===== src/rtl/banked_lane_mem_pkg.sv =====
// Shared types and default sizes for the banked per-lane shader data memory.
package banked_lane_mem_pkg;

    localparam int LANES         = 4;
    localparam int MEM_DEPTH     = 48;
    localparam int DATA_W        = 32;
    localparam int NUM_BANKS_DEF = 4;

    typedef logic [DATA_W-1:0] word_t;
    typedef logic [LANES-1:0]  lane_mask_t;

    typedef enum logic [1:0] {IDLE, SERVE, RESP} memfsm_e;

endpackage


===== src/rtl/banked_lane_mem_bank.sv =====
// One single-port memory bank: combinational read, synchronous write, contents not reset.
module banked_lane_mem_bank
    import banked_lane_mem_pkg::*;
#(
    parameter int WORDS = 12,
    parameter int ROW_W = 4
) (
    input  logic             clk,
    input  logic             we,
    input  logic [ROW_W-1:0] row,
    input  word_t            wdata,
    output word_t            rdata
);

    word_t mem [WORDS];

    assign rdata = mem[row];

    always_ff @(posedge clk) begin
        if (we) begin
            mem[row] <= wdata;
        end
    end

endmodule


===== src/rtl/banked_lane_mem.sv =====
// Warp-wide lane memory over NUM_BANKS single-port banks; same-bank lanes are serialised.
// Optional MEM_BCAST_EN: read lanes sharing the granted lane's address are served together.
module banked_lane_mem
    import banked_lane_mem_pkg::*;
#(
    parameter int DEPTH     = MEM_DEPTH,
    parameter int NUM_BANKS = NUM_BANKS_DEF,
    parameter int ADDR_W    = $clog2(DEPTH),
    parameter int CNT_W     = 16
) (
    input  logic                           clk,
    input  logic                           rst,
    input  logic                           req_valid,
    output logic                           req_ready,
    input  logic                           req_we,
    input  lane_mask_t                     req_mask,
    input  logic [LANES-1:0][ADDR_W-1:0]   req_addr,
    input  word_t [LANES-1:0]              req_wdata,
    output logic                           resp_valid,
    input  logic                           resp_ready,
    output word_t [LANES-1:0]              resp_rdata,
    output lane_mask_t                     resp_oob,
    output logic [CNT_W-1:0]               conflict_cnt
);

    localparam int BANK_W = $clog2(NUM_BANKS);
    localparam int ROWS   = DEPTH / NUM_BANKS;
    localparam int ROW_W  = $clog2(ROWS);
    localparam int LANE_W = $clog2(LANES);

    memfsm_e                          state;
    logic                             lat_we;
    logic [LANES-1:0][ADDR_W-1:0]     lat_addr;
    word_t [LANES-1:0]                lat_wdata;
    lane_mask_t                       pending;
    lane_mask_t                       grant;
    lane_mask_t                       in_range;
    logic                             first_serve;

    logic [NUM_BANKS-1:0]             bank_hit;
    logic [NUM_BANKS-1:0]             bank_we;
    logic [NUM_BANKS-1:0][LANE_W-1:0] bank_lane;
    logic [NUM_BANKS-1:0][ROW_W-1:0]  bank_row;
    word_t [NUM_BANKS-1:0]            bank_wdata;
    word_t [NUM_BANKS-1:0]            bank_rdata;
    word_t [LANES-1:0]                lane_rdata;

    always_comb begin
        for (int l = 0; l < LANES; l++) begin
            in_range[l] = 32'(req_addr[l]) < 32'(DEPTH);
        end
    end

    // Each bank picks its lowest-index pending lane (scan high to low so the lowest wins).
    always_comb begin
        bank_hit  = '0;
        bank_lane = '0;
        grant     = '0;
        for (int b = 0; b < NUM_BANKS; b++) begin
            for (int l = LANES - 1; l >= 0; l--) begin
                if (pending[l] && lat_addr[l][BANK_W-1:0] == BANK_W'(b)) begin
                    bank_hit[b]  = 1'b1;
                    bank_lane[b] = LANE_W'(l);
                end
            end
        end
        for (int l = 0; l < LANES; l++) begin
            if (pending[l] && bank_hit[lat_addr[l][BANK_W-1:0]]) begin
                if (bank_lane[lat_addr[l][BANK_W-1:0]] == LANE_W'(l)) begin
                    grant[l] = 1'b1;
`ifdef MEM_BCAST_EN
                end else if (!lat_we &&
                             lat_addr[l] == lat_addr[bank_lane[lat_addr[l][BANK_W-1:0]]]) begin
                    grant[l] = 1'b1;
`endif
                end
            end
        end
    end

    always_comb begin
        for (int b = 0; b < NUM_BANKS; b++) begin
            bank_row[b]   = ROW_W'(lat_addr[bank_lane[b]] >> BANK_W);
            bank_wdata[b] = lat_wdata[bank_lane[b]];
            bank_we[b]    = (state == SERVE) && lat_we && bank_hit[b];
        end
        for (int l = 0; l < LANES; l++) begin
            lane_rdata[l] = bank_rdata[lat_addr[l][BANK_W-1:0]];
        end
    end

    for (genvar b = 0; b < NUM_BANKS; b++) begin : g_bank
        banked_lane_mem_bank #(
            .WORDS (ROWS),
            .ROW_W (ROW_W)
        ) u_bank (
            .clk   (clk),
            .we    (bank_we[b]),
            .row   (bank_row[b]),
            .wdata (bank_wdata[b]),
            .rdata (bank_rdata[b])
        );
    end

    // Request/serve/response sequencing; handshake outputs are registered alongside the state.
    always_ff @(posedge clk or posedge rst) begin
        if (rst) begin
            state        <= IDLE;
            req_ready    <= 1'b1;
            resp_valid   <= 1'b0;
            resp_rdata   <= '0;
            resp_oob     <= '0;
            conflict_cnt <= '0;
            pending      <= '0;
            first_serve  <= 1'b0;
            lat_we       <= 1'b0;
            lat_addr     <= '0;
            lat_wdata    <= '0;
        end else begin
            case (state)
                IDLE: begin
                    if (req_valid) begin
                        lat_we      <= req_we;
                        lat_addr    <= req_addr;
                        lat_wdata   <= req_wdata;
                        pending     <= req_mask & in_range;
                        resp_oob    <= req_mask & ~in_range;
                        resp_rdata  <= '0;
                        req_ready   <= 1'b0;
                        first_serve <= 1'b1;
                        if ((req_mask & in_range) != '0) begin
                            state <= SERVE;
                        end else begin
                            state      <= RESP;
                            resp_valid <= 1'b1;
                        end
                    end
                end
                SERVE: begin
                    pending     <= pending & ~grant;
                    first_serve <= 1'b0;
                    if (!first_serve && conflict_cnt != {CNT_W{1'b1}}) begin
                        conflict_cnt <= conflict_cnt + CNT_W'(1);
                    end
                    for (int l = 0; l < LANES; l++) begin
                        if (grant[l] && !lat_we) begin
                            resp_rdata[l] <= lane_rdata[l];
                        end
                    end
                    if ((pending & ~grant) == '0) begin
                        state      <= RESP;
                        resp_valid <= 1'b1;
                    end
                end
                RESP: begin
                    if (resp_ready) begin
                        state      <= IDLE;
                        resp_valid <= 1'b0;
                        req_ready  <= 1'b1;
                    end
                end
                default: state <= IDLE;
            endcase
        end
    end

endmodule


===== config.mk =====
export PLATFORM = sky130hd
export DESIGN_NAME = banked_lane_mem
export DESIGN_NICKNAME = d
export VERILOG_FILES = /design/src/rtl/banked_lane_mem_pkg.sv /design/src/rtl/banked_lane_mem_bank.sv /design/src/rtl/banked_lane_mem.sv
export SDC_FILE = /design/constraint.sdc
export NUM_CORES = 2
export LEC_CHECK = 0
export CORE_MARGIN = 10
export CORE_UTILIZATION = 25
export CTS_BUF_LIST = sky130_fd_sc_hd__clkbuf_2
export DETAILED_ROUTE_END_ITERATION = 7
export DONT_BUFFER_PORTS = 1
export PLACE_DENSITY = 0.4
export SLEW_MARGIN = 20
export SYNTH_ARGS = -nofsm -noshare
export SYNTH_HDL_FRONTEND = slang
export SYNTH_SLANG_ARGS = --single-unit

===== constraint.sdc =====
create_clock -name clk -period 14.7 [get_ports clk]
set_input_delay 3.675 -clock clk [delete_from_list [all_inputs] [get_ports clk]]
set_output_delay 3.675 -clock clk [all_outputs]
set_load 0.05 [all_outputs]

Word level (Yosys, flattened, before mapping)
Memories as Yosys holds them, arrays and structs flattened.
Index checks and enable logic that the tools add are counted.

cells by class
  multiplexer cells = 111
  magnitude comparators = 12
  equality and inequality tests = 26
  reductions and logical operators = 53
  bitwise operators = 5
  add/sub/neg operators = 1

operator list
  operator                                                               count
  32-bit binary-select mux with 2-bit select                             8
  32-bit two-way mux                                                     12
  128-bit one-hot mux with 2 select lines                                1
  128-bit two-way mux                                                    1
  6-bit binary-select mux with 2-bit select                              4
  2-bit two-way mux                                                      24
  1-bit two-way mux                                                      43
  1-bit logical AND                                                      30
  2-bit by 3-bit < comparator with 1-bit output (second input constant)  8
  6-bit < comparator (second input constant)                             4
  6-bit two-way mux                                                      4
  2-bit == test (second input constant)                                  11
  3-bit AND reduction                                                    6
  16-bit by 1-bit adder with 16-bit output (second input constant)       1
  2-bit binary-select mux with 2-bit select                              4
  16-bit != test (second input constant)                                 1
  4-bit bitwise AND                                                      3
  2-bit by 1-bit == test with 1-bit output (second input constant)       6
  2-bit logical NOT                                                      6
  2-bit by 1-bit != test with 1-bit output (second input constant)       5
  1-bit binary-select mux with 2-bit select                              4
  4-bit NOT                                                              2
  4-bit one-hot mux with 2 select lines                                  1
  2-bit != test (second input constant)                                  3
  other kinds (11)                                                       16

word-level totals
  input port bits = 161
  logic and storage cells = 232
  memories = 4
  flip-flop bits (word level) = 310
  memory bits (writable) = 1536
  output and inout bits = 150

memory list
  memory                words  bits a word  read ports  clocked after Yosys merged registers in  wr ports  RTL line                    source
  g_bank[0].u_bank.mem  12     32           1           0                                        1         banked_lane_mem_bank.sv:15  word_t mem [WORDS];
  g_bank[1].u_bank.mem  12     32           1           0                                        1         banked_lane_mem_bank.sv:15
  g_bank[2].u_bank.mem  12     32           1           0                                        1         banked_lane_mem_bank.sv:15
  g_bank[3].u_bank.mem  12     32           1           0                                        1         banked_lane_mem_bank.sv:15

Logic depth before layout (Yosys ltp)
  depth after elaboration = 16
  gate-level depth with buffers = 16
  gate-level depth less buffers = 9

Cells and area by module
From an unflattened synthesis, not the netlist that was laid out.

second synthesis, totals
  cells, all modules = 5241
  area, all modules = 79837.8 um^2

by module, submodules not included
  module                sequential area each (um^2)  area each (um^2)  times used  cells each
  banked_lane_mem_bank  11531.1                      14889.3           4           737
  banked_lane_mem       7758.7                       20280.7           1           2293

Least setup slack after synthesis
Ideal clock, no wire load.

  path kind = flip-flop to flip-flop
  start = reg lat_addr[18] in the netlist's numbering
  end = mem g_bank[3].u_bank.mem[8][0] in the netlist's numbering, enable pin
  setup time = 502 ps
  cell stages (with the launch flop) = 10
  arrival time = 5516 ps
  data required time = 14198 ps
  slack = 8682 ps
  path buffers = 4
  clock period less this slack = 6018 ps
  cells stage by stage = dfrtp_1 buf_2 nand3_1 o311ai_0 o2bb2ai_1 clkbuf_1 clkbuf_1 buf_1 nand2_1 nor4_1

between the ends
  word-level cells in the longest chain between the ends = 9
  elaborated cells between the ends (all ways) = 15
  classes of those cells = eq/ne: 1; mux: 12; reduce/logical: 2

ends and longest elaborated chain
  item                                     RTL line                    source
  from (decl)                              banked_lane_mem.sv:33       logic [LANES-1:0][ADDR_W-1:0] lat_addr;
  from (signal assigned)                   banked_lane_mem.sv:124      lat_addr <= req_addr;
  2-bit == test (*)                        banked_lane_mem.sv:61       if (pending[l] && lat_addr[l][BANK_W-1:0] == BANK_W'(b)) begin
  1-bit logical AND (*)                    banked_lane_mem.sv:61
  1-bit two-way mux (4 in a row)           banked_lane_mem.sv:61
  1-bit logical AND                        banked_lane_mem.sv:85       bank_we[b] = (state == SERVE) && lat_we && bank_hit[b];
  1-bit two-way mux                        banked_lane_mem_bank.sv:20  if (we) begin
  1-bit two-way mux (implied by the code)  banked_lane_mem_bank.sv:21  mem[row] <= wdata;
  to (decl)                                banked_lane_mem_bank.sv:15

Every way passes the cells marked *; elsewhere a longest branch is shown, timed or not. The select of a mux whose other input is x is not followed.

Final worst setup path
  start = reg resp_rdata[34] in the netlist's numbering
  end = out resp_rdata[34] in the netlist's numbering

RTL lines
  item                               RTL line                source
  from (decl)                        banked_lane_mem.sv:21   output word_t [LANES-1:0] resp_rdata,
  from (signal, indexed assignment)  banked_lane_mem.sv:147  resp_rdata[l] <= lane_rdata[l];

No word-level cell between the ends.

==> out/metrics.cfg <==
[sta]
relSlewSlack_pct = 13.02
hold_viol = 0
tns_ns = 0
layout_min_cycle_time_ns = 6.740
max_clock_freq_mhz = 148.4
fin_skew_ns = 0.2290
timing.hold.ws_ns = 0.5551
rsz0062_at_grt = no
worstMarginPinSlew_ns = 1.305
drv_slew = 0
setup_viol_count_final = 0
period_share_pct = 45.85

[yosys]
synth_cells = 6410
avgSynthCellArea_um2 = 12.46
ys_warn_count = 0
synth_area_mm2 = 0.07987
synthFlopType = edfxtp_1
ys_ff_latch = 1846
ys_async_sr_fraction_pct = 16.79
ys_seq_area_share_pct = 67.46
synth_edf_count = 1536
syn-num-nets = 6572
yosysUniqueCellTypes = 87

[die]
ios = 311
rows = 207
die-area_mm2 = 0.3425
die_h_um = 585.2
core_mm2 = 0.3181
start_util_pct = 25.11
fp.dieW_um = 585.2

[critical_path]
worstPathRequired_ns = 11.02
arrival_ns = 3.07
rr_startpoint = lat_addr[13]
critPathLaunchType = flip-flop
worstSetupPathType = flip-flop to primary output
endpoint_kind = primary output
cp_max_fo = 2
crit_path_start = resp_rdata[34]

[placement]
placed_area_mm2 = 0.08691
io_buffers = 0
dp_hpwl_mm = 243.3
place_congestion = 0.8965
dp.cells = 10440

[drt]
ant_nets = 0
drt-total-wl_mm = 360.8
avgRoutedWirePerCell_um = 31.66
drt_iter0_markers = 6376
drc = 0
vias = 59330
first_pass_iters = 6
routed_via_density = 5.206

[finish]
final_layout_size_suffix_gt1_share_pct = 20.13
synthToLayoutAreaGrowth_pct = 15.08
final_cells = 11400
layout_commonest_cell = edfxtp_1
finalInstanceArea_mm2 = 0.09192
layout_common_cells = 1,536 x edfxtp_1, 1,453 x nand2_1, 789 x clkbuf_2
nets = 6962

[clock_tree]
cts.root.buffer_cell = clkbuf_2
cts-hold-fix-buffers = 0
cts_buffers = 535
insertion_delay_ns = 2.10
clkTransAtPathRegs_ns = 0.10
clk_path_buf_depth = 4
htreeDepth = 6
post_cts_buffers = 0
cts_resized = 0
clock-sinks = 1846
cts_tree = done

[grt]
track_usage_pct = 20.18
grt_max_degree = 135
grt_antenna_before_repair = 74
grt_pass1_vias = 57100
overflow = 0
grt_pass1_wl_mm = 487.9

[worst_hold_path]
hp-start = lat_wdata[51]
hp-class = flip-flop to flip-flop

[status]
outcome = complete, no violations

[flow_run]
maxCapViolCount = 0

## per-layer routing
metal	wire, um	GRT usage (%)	up-vias
met5	99	0	-
met4	21330	10.57	14
met3	30960	5.505	684
met2	156700	30.22	2815
met1	151800	26.63	30370
li1	-	-	25460
## area by class of cell
class	instances	area, um2
Clock inverter	138	960.9
Sequential cell	1846	53890
Antenna cell	26	65.06
Clock buffer	789	3949
Tap cell	4180	5230
Timing Repair Buffer	308	2345
Inverter	86	330.3
Multi-Input combinational cell	4023	25150
Fill cell	32800	226100
## cell usage after synthesis (all sizes together) (58+ instances only)
| cell type | count | share of area [%] |
|---|---|---|
| buf | 137 | 0.79 |
| a22oi | 91 | 0.86 |
| edfxtp | 1536 | 58 |
| a211oi | 165 | 1.6 |
| clkbuf | 318 | 1.5 |
| mux2i | 367 | 4.6 |
| o211ai | 104 | 1.0 |
| nand2 | 1460 | 6.9 |
| a21oi | 118 | 0.74 |
| nand3 | 195 | 1.2 |
| o21ai | 161 | 1.0 |
| a31oi | 159 | 1.3 |
| o22ai | 106 | 0.83 |
| dfrtp | 309 | 9.7 |
| inv | 86 | 0.40 |
| and3 | 87 | 0.68 |
| nor2 | 185 | 0.87 |
| o221ai | 58 | 0.64 |
## logic make-up (layout without fill, tap and decap cells)
logic type               after synthesis  after routing  share of synthesized area, %
AND/OR/NAND/NOR                     2260           2260                         12.38
flip-flops                          1846           1846                         67.46
AO/OA/AOI/OAI                       1342           1342                         12.14
buffers and inverters                541           1321                         2.693
multiplexers                         403            403                         5.126
XOR/XNOR                              17             17                        0.1864
adder cells (fa/ha/maj)                1              1                       0.01566
other                                  0             26                             0
## per-stage QoR
step	worst slack (ns)	util (%)
after floorplan	2.454	-
after global placement	8.646	27.31
after detailed placement	8.593	27.33
after CTS	7.775	28.87
after global routing	7.860	28.89
final	7.960	28.90
## worst paths after layout
check | endpoint | slack, ns | cells past startpoint
worst max-delay path | resp_rdata[34] | 7.96 | 0
worst min-delay path | lat_wdata[51] | 0.56 | 2
worst max register to register | resp_rdata[76] | 8.65 | 11
worst min register to register | lat_wdata[51] | 0.56 | 2
max in group asynchronous | lat_wdata[92] | 10.92 | 3
min in group asynchronous | conflict_cnt[11] | 1.48 | 1
## flip-flops by register name, summed over array words and instances (netlist names)
name,count
g_bank.u_bank.mem,1536
resp_rdata,128
resp_valid,1
state,2
pending,4
first_serve,1
resp_oob,4
lat_we,1
req_ready,1
lat_wdata,128
conflict_cnt,16
lat_addr,24
Power is not shown: default switching activity piles up to over one toggle a cycle in this logic, so the estimate is an artifact.
